`src/rtl/lift_controller_if.sv`:
```
// rtl/lift_controller_if.sv - call/status bundle between the lift controller and its user
//
// Signals:
//   req          floor-call requests, bit i = call to floor i (level)
//   floor        current car floor
//   door_open    door held open at the current floor
//   moving_up    car travelling upwards
//   moving_down  car travelling downwards
//   pending      outstanding-call bitmap
//   busy         controller has work in progress or outstanding calls
//
// Modports:
//   master  drives calls, observes car status (the user side)
//   slave   receives calls, drives car status (the controller side)

interface lift_controller_if #(
    parameter int FLOORS  = 4,
    parameter int FLOOR_W = 2
);
    logic [FLOORS-1:0]  req;
    logic [FLOOR_W-1:0] floor;
    logic               door_open;
    logic               moving_up;
    logic               moving_down;
    logic [FLOORS-1:0]  pending;
    logic               busy;

    modport master (
        output req,
        input  floor, door_open, moving_up, moving_down, pending, busy
    );

    modport slave (
        input  req,
        output floor, door_open, moving_up, moving_down, pending, busy
    );
endinterface

```
`src/rtl/lift_controller.sv`:
```
// rtl/lift_controller.sv - floor-call scheduler and car sequencer with sweep ordering
//
// Latches floor calls into a pending bitmap, steps the car one floor per
// TRAVEL_CYCLES and holds the door for DOOR_CYCLES. Calls in the current
// travel direction are served before the car reverses.
//
// Ports:
//   clk    rising-edge clock
//   reset  asynchronous, active-high reset
//   bus    lift_controller_if.slave: req in; floor, door_open, moving_up,
//          moving_down, pending, busy out

module lift_controller #(
    parameter int FLOORS        = 4,
    parameter int FLOOR_W       = 2,
    parameter int TRAVEL_CYCLES = 8,
    parameter int DOOR_CYCLES   = 16
) (
    input  logic               clk,
    input  logic               reset,
    lift_controller_if.slave   bus
);

    localparam logic [1:0] ST_IDLE = 2'd0;
    localparam logic [1:0] ST_UP   = 2'd1;
    localparam logic [1:0] ST_DOWN = 2'd2;
    localparam logic [1:0] ST_DOOR = 2'd3;

    localparam logic DIR_UP   = 1'b0;
    localparam logic DIR_DOWN = 1'b1;

    // Timers count down from CYCLES-1 to 0, so they only need clog2(CYCLES) bits.
    localparam int TRAVEL_W = (TRAVEL_CYCLES > 1) ? $clog2(TRAVEL_CYCLES) : 1;
    localparam int DOOR_W   = (DOOR_CYCLES > 1) ? $clog2(DOOR_CYCLES) : 1;

    localparam logic [TRAVEL_W-1:0] TRAVEL_LOAD = TRAVEL_W'(TRAVEL_CYCLES - 1);
    localparam logic [DOOR_W-1:0]   DOOR_LOAD   = DOOR_W'(DOOR_CYCLES - 1);
    localparam logic [FLOOR_W-1:0]  TOP_FLOOR   = FLOOR_W'(FLOORS - 1);
    localparam logic [FLOORS-1:0]   BIT0        = FLOORS'(1);

    logic [1:0]          state_q,   state_d;
    logic [FLOOR_W-1:0]  floor_q,   floor_d;
    logic                dir_q,     dir_d;
    logic [TRAVEL_W-1:0] travel_q,  travel_d;
    logic [DOOR_W-1:0]   door_q,    door_d;
    logic [FLOORS-1:0]   pending_q, pending_d;

    logic [FLOORS-1:0]   clear_mask;
    logic [FLOORS-1:0]   hold_mask;
    logic [FLOOR_W-1:0]  arrive_floor;
    logic                up_here, down_here;
    logic                up_there, down_there;
    logic                go_up, go_down;

    function automatic logic calls_above(input logic [FLOORS-1:0] p,
                                         input logic [FLOOR_W-1:0] f);
        logic hit;
        hit = 1'b0;
        for (int i = 0; i < FLOORS; i++) begin
            if (i > int'(f) && p[i]) begin
                hit = 1'b1;
            end
        end
        return hit;
    endfunction

    function automatic logic calls_below(input logic [FLOORS-1:0] p,
                                         input logic [FLOOR_W-1:0] f);
        logic hit;
        hit = 1'b0;
        for (int i = 0; i < FLOORS; i++) begin
            if (i < int'(f) && p[i]) begin
                hit = 1'b1;
            end
        end
        return hit;
    endfunction

    // Floor the car reaches when the travel timer expires.
    assign arrive_floor = (state_q == ST_DOWN) ? floor_q - FLOOR_W'(1)
                                               : floor_q + FLOOR_W'(1);

    assign up_here    = calls_above(pending_q, floor_q);
    assign down_here  = calls_below(pending_q, floor_q);
    assign up_there   = calls_above(pending_q, arrive_floor);
    assign down_there = calls_below(pending_q, arrive_floor);

    // Keep going the way we last went; reverse only when nothing lies ahead.
    assign go_up   = (dir_q == DIR_UP) ? up_here : (up_here && !down_here);
    assign go_down = (dir_q == DIR_UP) ? (down_here && !up_here) : down_here;

    always_comb begin
        state_d    = state_q;
        floor_d    = floor_q;
        dir_d      = dir_q;
        travel_d   = travel_q;
        door_d     = door_q;
        clear_mask = '0;
        hold_mask  = '0;

        case (state_q)
            ST_IDLE: begin
                if (pending_q[floor_q]) begin
                    state_d    = ST_DOOR;
                    door_d     = DOOR_LOAD;
                    clear_mask = BIT0 << floor_q;
                end else if (go_up) begin
                    state_d  = ST_UP;
                    dir_d    = DIR_UP;
                    travel_d = TRAVEL_LOAD;
                end else if (go_down) begin
                    state_d  = ST_DOWN;
                    dir_d    = DIR_DOWN;
                    travel_d = TRAVEL_LOAD;
                end
            end

            ST_UP, ST_DOWN: begin
                if (travel_q == '0) begin
                    floor_d = arrive_floor;
                    if (pending_q[arrive_floor]) begin
                        // Door opens on the same edge as the final floor step.
                        state_d    = ST_DOOR;
                        door_d     = DOOR_LOAD;
                        clear_mask = BIT0 << arrive_floor;
                    end else if ((state_q == ST_UP) ? up_there : down_there) begin
                        travel_d = TRAVEL_LOAD;
                    end else begin
                        state_d = ST_IDLE;
                    end
                end else begin
                    travel_d = travel_q - TRAVEL_W'(1);
                end
            end

            default: begin // ST_DOOR
                // A call to the open floor keeps the door open instead of queueing.
                hold_mask = BIT0 << floor_q;
                if (bus.req[floor_q]) begin
                    door_d = DOOR_LOAD;
                end else if (door_q == '0) begin
                    state_d = ST_IDLE;
                end else begin
                    door_d = door_q - DOOR_W'(1);
                end
            end
        endcase

        pending_d = (pending_q | (bus.req & ~hold_mask)) & ~clear_mask;
    end

    always_ff @(posedge clk or posedge reset) begin
        if (reset) begin
            state_q   <= ST_IDLE;
            floor_q   <= '0;
            dir_q     <= DIR_UP;
            travel_q  <= '0;
            door_q    <= '0;
            pending_q <= '0;
        end else begin
            state_q   <= state_d;
            floor_q   <= floor_d;
            dir_q     <= dir_d;
            travel_q  <= travel_d;
            door_q    <= door_d;
            pending_q <= pending_d;
        end
    end

    assign bus.floor       = floor_q;
    assign bus.door_open   = (state_q == ST_DOOR);
    assign bus.moving_up   = (state_q == ST_UP);
    assign bus.moving_down = (state_q == ST_DOWN);
    assign bus.pending     = pending_q;
    assign bus.busy        = (state_q != ST_IDLE) || (pending_q != '0);

`ifndef SYNTHESIS
    floor_in_range: assert property (@(posedge clk) disable iff (reset)
                                     floor_q <= TOP_FLOOR);
`endif

endmodule

```
`src/flat_wrapper.sv`:
```
// flat-port wrapper written by rule: the top's interface ports become plain ports
module lift_controller_flat 
#(
    parameter int FLOORS        = 4,
    parameter int FLOOR_W       = 2,
    parameter int TRAVEL_CYCLES = 8,
    parameter int DOOR_CYCLES   = 16
)
  (clk, reset, bus_req, bus_floor, bus_door_open, bus_moving_up, bus_moving_down, bus_pending, bus_busy);
  lift_controller_if #(.FLOORS(FLOORS), .FLOOR_W(FLOOR_W)) bus_i ();
  input  logic clk;
  input  logic reset;
  input wire logic [$bits(bus_i.req)-1:0] bus_req;
  output wire logic [$bits(bus_i.floor)-1:0] bus_floor;
  output wire logic [$bits(bus_i.door_open)-1:0] bus_door_open;
  output wire logic [$bits(bus_i.moving_up)-1:0] bus_moving_up;
  output wire logic [$bits(bus_i.moving_down)-1:0] bus_moving_down;
  output wire logic [$bits(bus_i.pending)-1:0] bus_pending;
  output wire logic [$bits(bus_i.busy)-1:0] bus_busy;
  assign bus_i.req = bus_req;
  assign bus_floor = bus_i.floor;
  assign bus_door_open = bus_i.door_open;
  assign bus_moving_up = bus_i.moving_up;
  assign bus_moving_down = bus_i.moving_down;
  assign bus_pending = bus_i.pending;
  assign bus_busy = bus_i.busy;
  lift_controller #(.FLOORS(FLOORS), .FLOOR_W(FLOOR_W), .TRAVEL_CYCLES(TRAVEL_CYCLES), .DOOR_CYCLES(DOOR_CYCLES)) u_core (.clk(clk), .reset(reset), .bus(bus_i));
endmodule
```
`config.mk`:
```
export PLATFORM = sky130hd
export DESIGN_NAME = lift_controller_flat
export DESIGN_NICKNAME = d
export VERILOG_FILES = /design/src/rtl/lift_controller_if.sv /design/src/rtl/lift_controller.sv /design/src/flat_wrapper.sv
export SDC_FILE = /design/constraint.sdc
export NUM_CORES = 1
export LEC_CHECK = 0
export BUFFER_PORTS_ARGS = -buffer_cell sky130_fd_sc_hd__buf_2
export CAP_MARGIN = 0
export CORE_AREA = 2 2 51 53
export CTS_CLUSTER_SIZE = 16
export DETAILED_ROUTE_END_ITERATION = 8
export DIE_AREA = 0 0 53 55
export PLACE_DENSITY = 0.76
export SLEW_MARGIN = 30
export SYNTH_ARGS = -nofsm -noshare
export SYNTH_HDL_FRONTEND = slang
export SYNTH_SLANG_ARGS = --single-unit
```
`constraint.sdc`:
```
create_clock -name clk -period 3.2 [get_ports clk]
set_input_delay 0.16 -clock clk [delete_from_list [all_inputs] [get_ports clk]]
set_output_delay 0.16 -clock clk [all_outputs]
set_load 0.005 [all_outputs]
```
* After elaboration in Yosys (flattened, before gate mapping) *
Cells that the tools add are included.

storage, ports and cells
  flip-flop bits (word level) = 16
  word-level logic and storage cells = 129
  output and inout port bits = 10
  bits of input ports = 6

cells by class
  reduce and logical (&&, ||, !) cells = 32
  shift-type cells = 2
  add/subtract/negate cells = 4
  eq/ne operators = 14
  magnitude comparators = 14
  multiplexer cells = 51
  bitwise operators = 6

operators with widths
  kind                                                                   count
  4-bit 2-to-1 mux                                                       9
  1-bit 2-to-1 mux                                                       20
  2-bit 2-to-1 mux                                                       9
  3-bit 2-to-1 mux                                                       6
  4-bit case mux with 2 select lines                                     2
  1-bit logical AND                                                      14
  5-bit AND reduction                                                    2
  3-bit != test (second input constant)                                  3
  4-bit bitwise AND                                                      2
  2-bit > comparator (first input constant)                              4
  1-bit by 2-bit < comparator with 1-bit output (first input constant)   4
  4-bit inverter                                                         2
  1-bit by 2-bit << shifter with 4-bit output (first input constant)     2
  1-bit binary-select mux with 2-bit select                              3
  2-bit by 3-bit < comparator with 1-bit output (second input constant)  2
  2-bit by 1-bit != test with 1-bit output (second input constant)       3
  3-bit case mux with 2 select lines                                     1
  2-bit nonzero test                                                     3
  2-bit equality test (second input constant)                            2
  1-bit by 2-bit > comparator with 1-bit output (first input constant)   2
  4-bit zero test                                                        1
  2-bit < comparator (first input constant)                              2
  4-bit by 1-bit != test with 1-bit output (second input constant)       1
  4-bit by 3-bit != test with 1-bit output (second input constant)       1
  22 further kinds                                                       23

* Depth between registers and ports, before layout *
  word-level depth = 12
  depth in mapped cells = 9

* Worst setup path before layout *
No wires, ideal clock.

  kind = register to register
  from = register u_core.floor_q[0] (netlist: u_core.bus.floor[0])
  to = register u_core.door_q[2]
  library setup time = 82 ps
  setup slack = 672 ps
  stages on the path, launching flop included = 10
  buffers on the path = 1
  data arrival time = 2,446 ps
  cell sequence = dfrtp_1 -> buf_2 -> inv_1 -> ha_1 -> xnor2_2 -> mux4_2 -> nor2_1 -> a211oi_2 -> and2_4 -> a31oi_1

on the way
  cells in the longest elaborated chain, start to end = 6

RTL lines
  what                                                                                                   line                                          source
  start, declared                                                                                        lift_controller.sv:42                         logic [FLOOR_W-1:0] floor_q, floor_d;
  start signal, assigned                                                                                 lift_controller.sv:162                        floor_q <= floor_d;
  2-bit by 1-bit adder with 2-bit output or 2-bit by 1-bit subtractor with 2-bit output (tied branches)  lift_controller.sv:81, lift_controller.sv:80
  2-bit 2-to-1 mux                                                                                       lift_controller.sv:80                         assign arrive_floor = (state_q == ST_DOWN) ? floor_q - FLOOR_W'(1)
  1-bit binary-select mux with 2-bit select                                                              lift_controller.sv:121                        if (pending_q[arrive_floor]) begin
  1-bit 2-to-1 mux (implied by the code)                                                                 lift_controller.sv:121
  2-bit by 1-bit != test with 1-bit output (no line)                                                     n/a
  4-bit AND reduction (no line)                                                                          n/a
  end signal, assigned                                                                                   lift_controller.sv:165                        door_q <= door_d;
  end, declared                                                                                          lift_controller.sv:45                         logic [DOOR_W-1:0] door_q, door_d;

Parallel ways exist; a longest one is shown, timed or not. The select of a mux whose other input is x is not followed.
A chain may end at the register's enable or synchronous reset.

* Worst setup path after layout *
  from = register u_core.floor_q[1] (netlist: u_core.bus.floor[1])
  to = register u_core.door_q[2]

Same word-level chain as after synthesis.

==> qor.yml <==
run_status:
  status: "complete, no violations"
cells_and_area:
  multi_input_area_sq_um: 826
  seq_area_sq_um: 400
  num-nets-final: 184
  fillers: 219
  area_delta_synth_final_pct: 11.1
  layout_common_cells: "nor2_1 (19), dfrtp_1 (16), a21oi_1 (15), buf_2 (15)"
  mostFrequentLayoutCell: "nor2_1"
  diodes: 0
  drive_above_1_share_pct: 17.9
clocking:
  cts_made_buffers: 3
  post_cts_resized: 0
  clk_path_buf_depth: 2
  clock-sinks: 16
  cts_setup_buffers: 0
  htree_levels: 1
  clk_latency_ns: 0.28
  clk_pin_slew_ns: 0.09
  cts_tree: "done"
  root_buffer: "clkbuf_4"
synth:
  ys_ff_latch: 16
  syn_area_per_cell_sq_um: 8.95
  ys.flop_type: "dfrtp_1"
  postSynthCellCount: 144
  synth_top_area_share_pct: 31.1
  synth.area.top_cells: "dfrtp_1 (31%), ha_1 (14%), a21oi_1 (5.8%), nor2_1 (5.5%), inv_1 (4.1%)"
  syn-cell-area_sq_mm: 0.00129
  async_flop_share_pct: 100
  yosys.cell_types.count: 37
  yosysSeqAreaShare_pct: 31.1
  synthesis.nets: 164
  ys.warnings.count: 0
  yosysTopAreaCell: "dfrtp_1"
  synth-edff-count: 0
power:
  power_density_mw_per_mm2: 835
  ir_drop_v: 0.000497
  p_leak_nw: 0.661
die:
  io_pins: 16
  core_area_sq_mm: 0.00236
  start_util_pct: 54.5
  die_y_microns: 55
  num_rows: 18
  die_x_microns: 53
  die_area_sq_mm: 0.00292
timing:
  setup_ws_ns: 0.570
  worstMarginPinSlew_ns: 0.623
  slew_headroom_pct: 58.5
  setup_tns_ns: 0
  setup_viol: 0
  rsz0062_at_grt: "false"
  timing.fmax_mhz: 380
  slew_violations: 0
  hold_violations: 0
  skew_ns: 0.000656
  period_share_pct: 82.2
  fin_crit_ns: 2.63
setup_path:
  reg2regPathDepth: 8
  critPathKind: "reg2reg"
  critPathLaunchType: "register"
  cp.required_ns: 3.40
  cp.arrival_ns: 2.83
  end_kind: "register"
  crit_path_max_fanout: 10
drt:
  first_pass_iters: 4
  wl_per_cell_microns: 14.8
  num_vias: 1114
  drc: 0
  via_per_inst: 5.80
  postRouteAntennaNets: 0
  drtIter0Drc: 26
  wirelength_microns: 2840
place:
  dp_hpwl_microns: 2230
  place.gp.congestion: 0.870
  pre_cts_ws_ns: 0.595
  io_buffers: 15
grt:
  grt_pass1_vias: 1035
  grt.overflow.total: 0
  grt_pass1_wl_microns: 4910
  antenna_found_initial: 0
  grt_usage_pct: 23.5
  grt_max_degree: 17
run:
  drv_cap: 0
hold_path:
  hp-class: "in2reg"
  holdPathStages: 3
[cell type report]
type	instances	area share, %
Clock buffer	3	1.57
Tap cell	30	2.62
Inverter	14	3.67
Multi-Input combinational cell	112	57.7
Timing Repair Buffer	17	6.47
Sequential cell	16	28.0
[power breakdown]
part           leakage (nW)  internal [mW]  switching [mW]
logic                 0.482          0.330           0.451
registers             0.166          0.253          0.0563
clock network        0.0138         0.0436          0.0616
total                 0.661          0.626           0.569
[worst paths after layout]
| path | startpoint | endpoint | slack (ns) |
|---|---|---|---|
| setup reg to reg | u_core.bus.floor[1] | u_core.door_q[2] | 0.57 |
| hold reg to reg | u_core.door_q[0] | u_core.door_q[0] | 0.50 |
| min in group asynchronous | reset | u_core.door_q[1] | 0.50 |
| hold / removal | bus_req[0] | u_core.bus.pending[0] | 0.14 |
| max in group asynchronous | reset | u_core.bus.pending[2] | 2.30 |
| setup / recovery | u_core.bus.floor[1] | u_core.door_q[2] | 0.57 |
[through the flow]
stage	utilization [%]	cells	hold slack (ns)	total power [mW]	area, sq um
final	60.5	192	0.137	1.20	1430
after global routing	60.5	192	0.151	1.32	1430
after CTS	60.5	192	0.136	1.20	1430
after detailed placement	59.2	188	0.281	1.09	1400
after global placement	59.2	188	0.254	1.07	1400
after floorplan	-	144	0.0737	0.904	1290
[synthesized netlist by cell type (2+ instances only)]
cell,count
a211oi_2,2
a21o_1,2
a21oi_1,15
a2bb2oi_1,3
a31oi_1,4
a32oi_1,3
and2_1,3
buf_2,2
dfrtp_1,16
ha_1,14
inv_1,14
mux4_2,2
nand2_1,13
nand2b_1,3
nand3_1,4
nor2_1,19
nor2b_1,2
o21ai_0,3
or3_1,2
[what timing repair did]
| action | in CTS | in global routing |
|---|---|---|
| hold buffers | 1 | 0 |
| endpoints found under the setup margin | 0 | 0 |
| hold endpoints to repair | 16 | 0 |
[sequential cells by signal (all words and copies together), names as in the netlist]
register            count
u_core.dir_q            1
u_core.bus.floor        2
u_core.bus.pending      4
u_core.state_q          2
u_core.door_q           4
u_core.travel_q         3
[kinds of logic (layout without fill, tap and decap cells)]
| group | Yosys count | count (layout) | share of synthesized area [%] |
|---|---|---|---|
| simple gates | 51 | 51 | 19.8 |
| compound gates | 41 | 41 | 22.3 |
| flops | 16 | 16 | 31.1 |
| buf+inv | 16 | 34 | 4.85 |
| fa+ha+maj | 14 | 14 | 13.6 |
| mux | 4 | 4 | 6.41 |
| xor+xnor | 2 | 2 | 1.94 |
[critical path, stage by stage, from the launching register on]
cell and delay, ns:
dfrtp_1 0.54, inv_1 0.13, ha_1 0.33, xnor2_2 0.35, mux4_2 0.41, nor2_1 0.27, a211oi_2 0.13, and2_4 0.21
a31oi_1 0.17
[metal layers]
| metal | routed length, microns | global-route usage [%] |
|---|---|---|
| met1 | 1270 | 30.3 |
| met2 | 1410 | 41.3 |
| met3 | 122 | 2.96 |
| met4 | 38 | 7.69 |
| met5 | 0 | 0 |
Power figures use the tool's default switching activity.
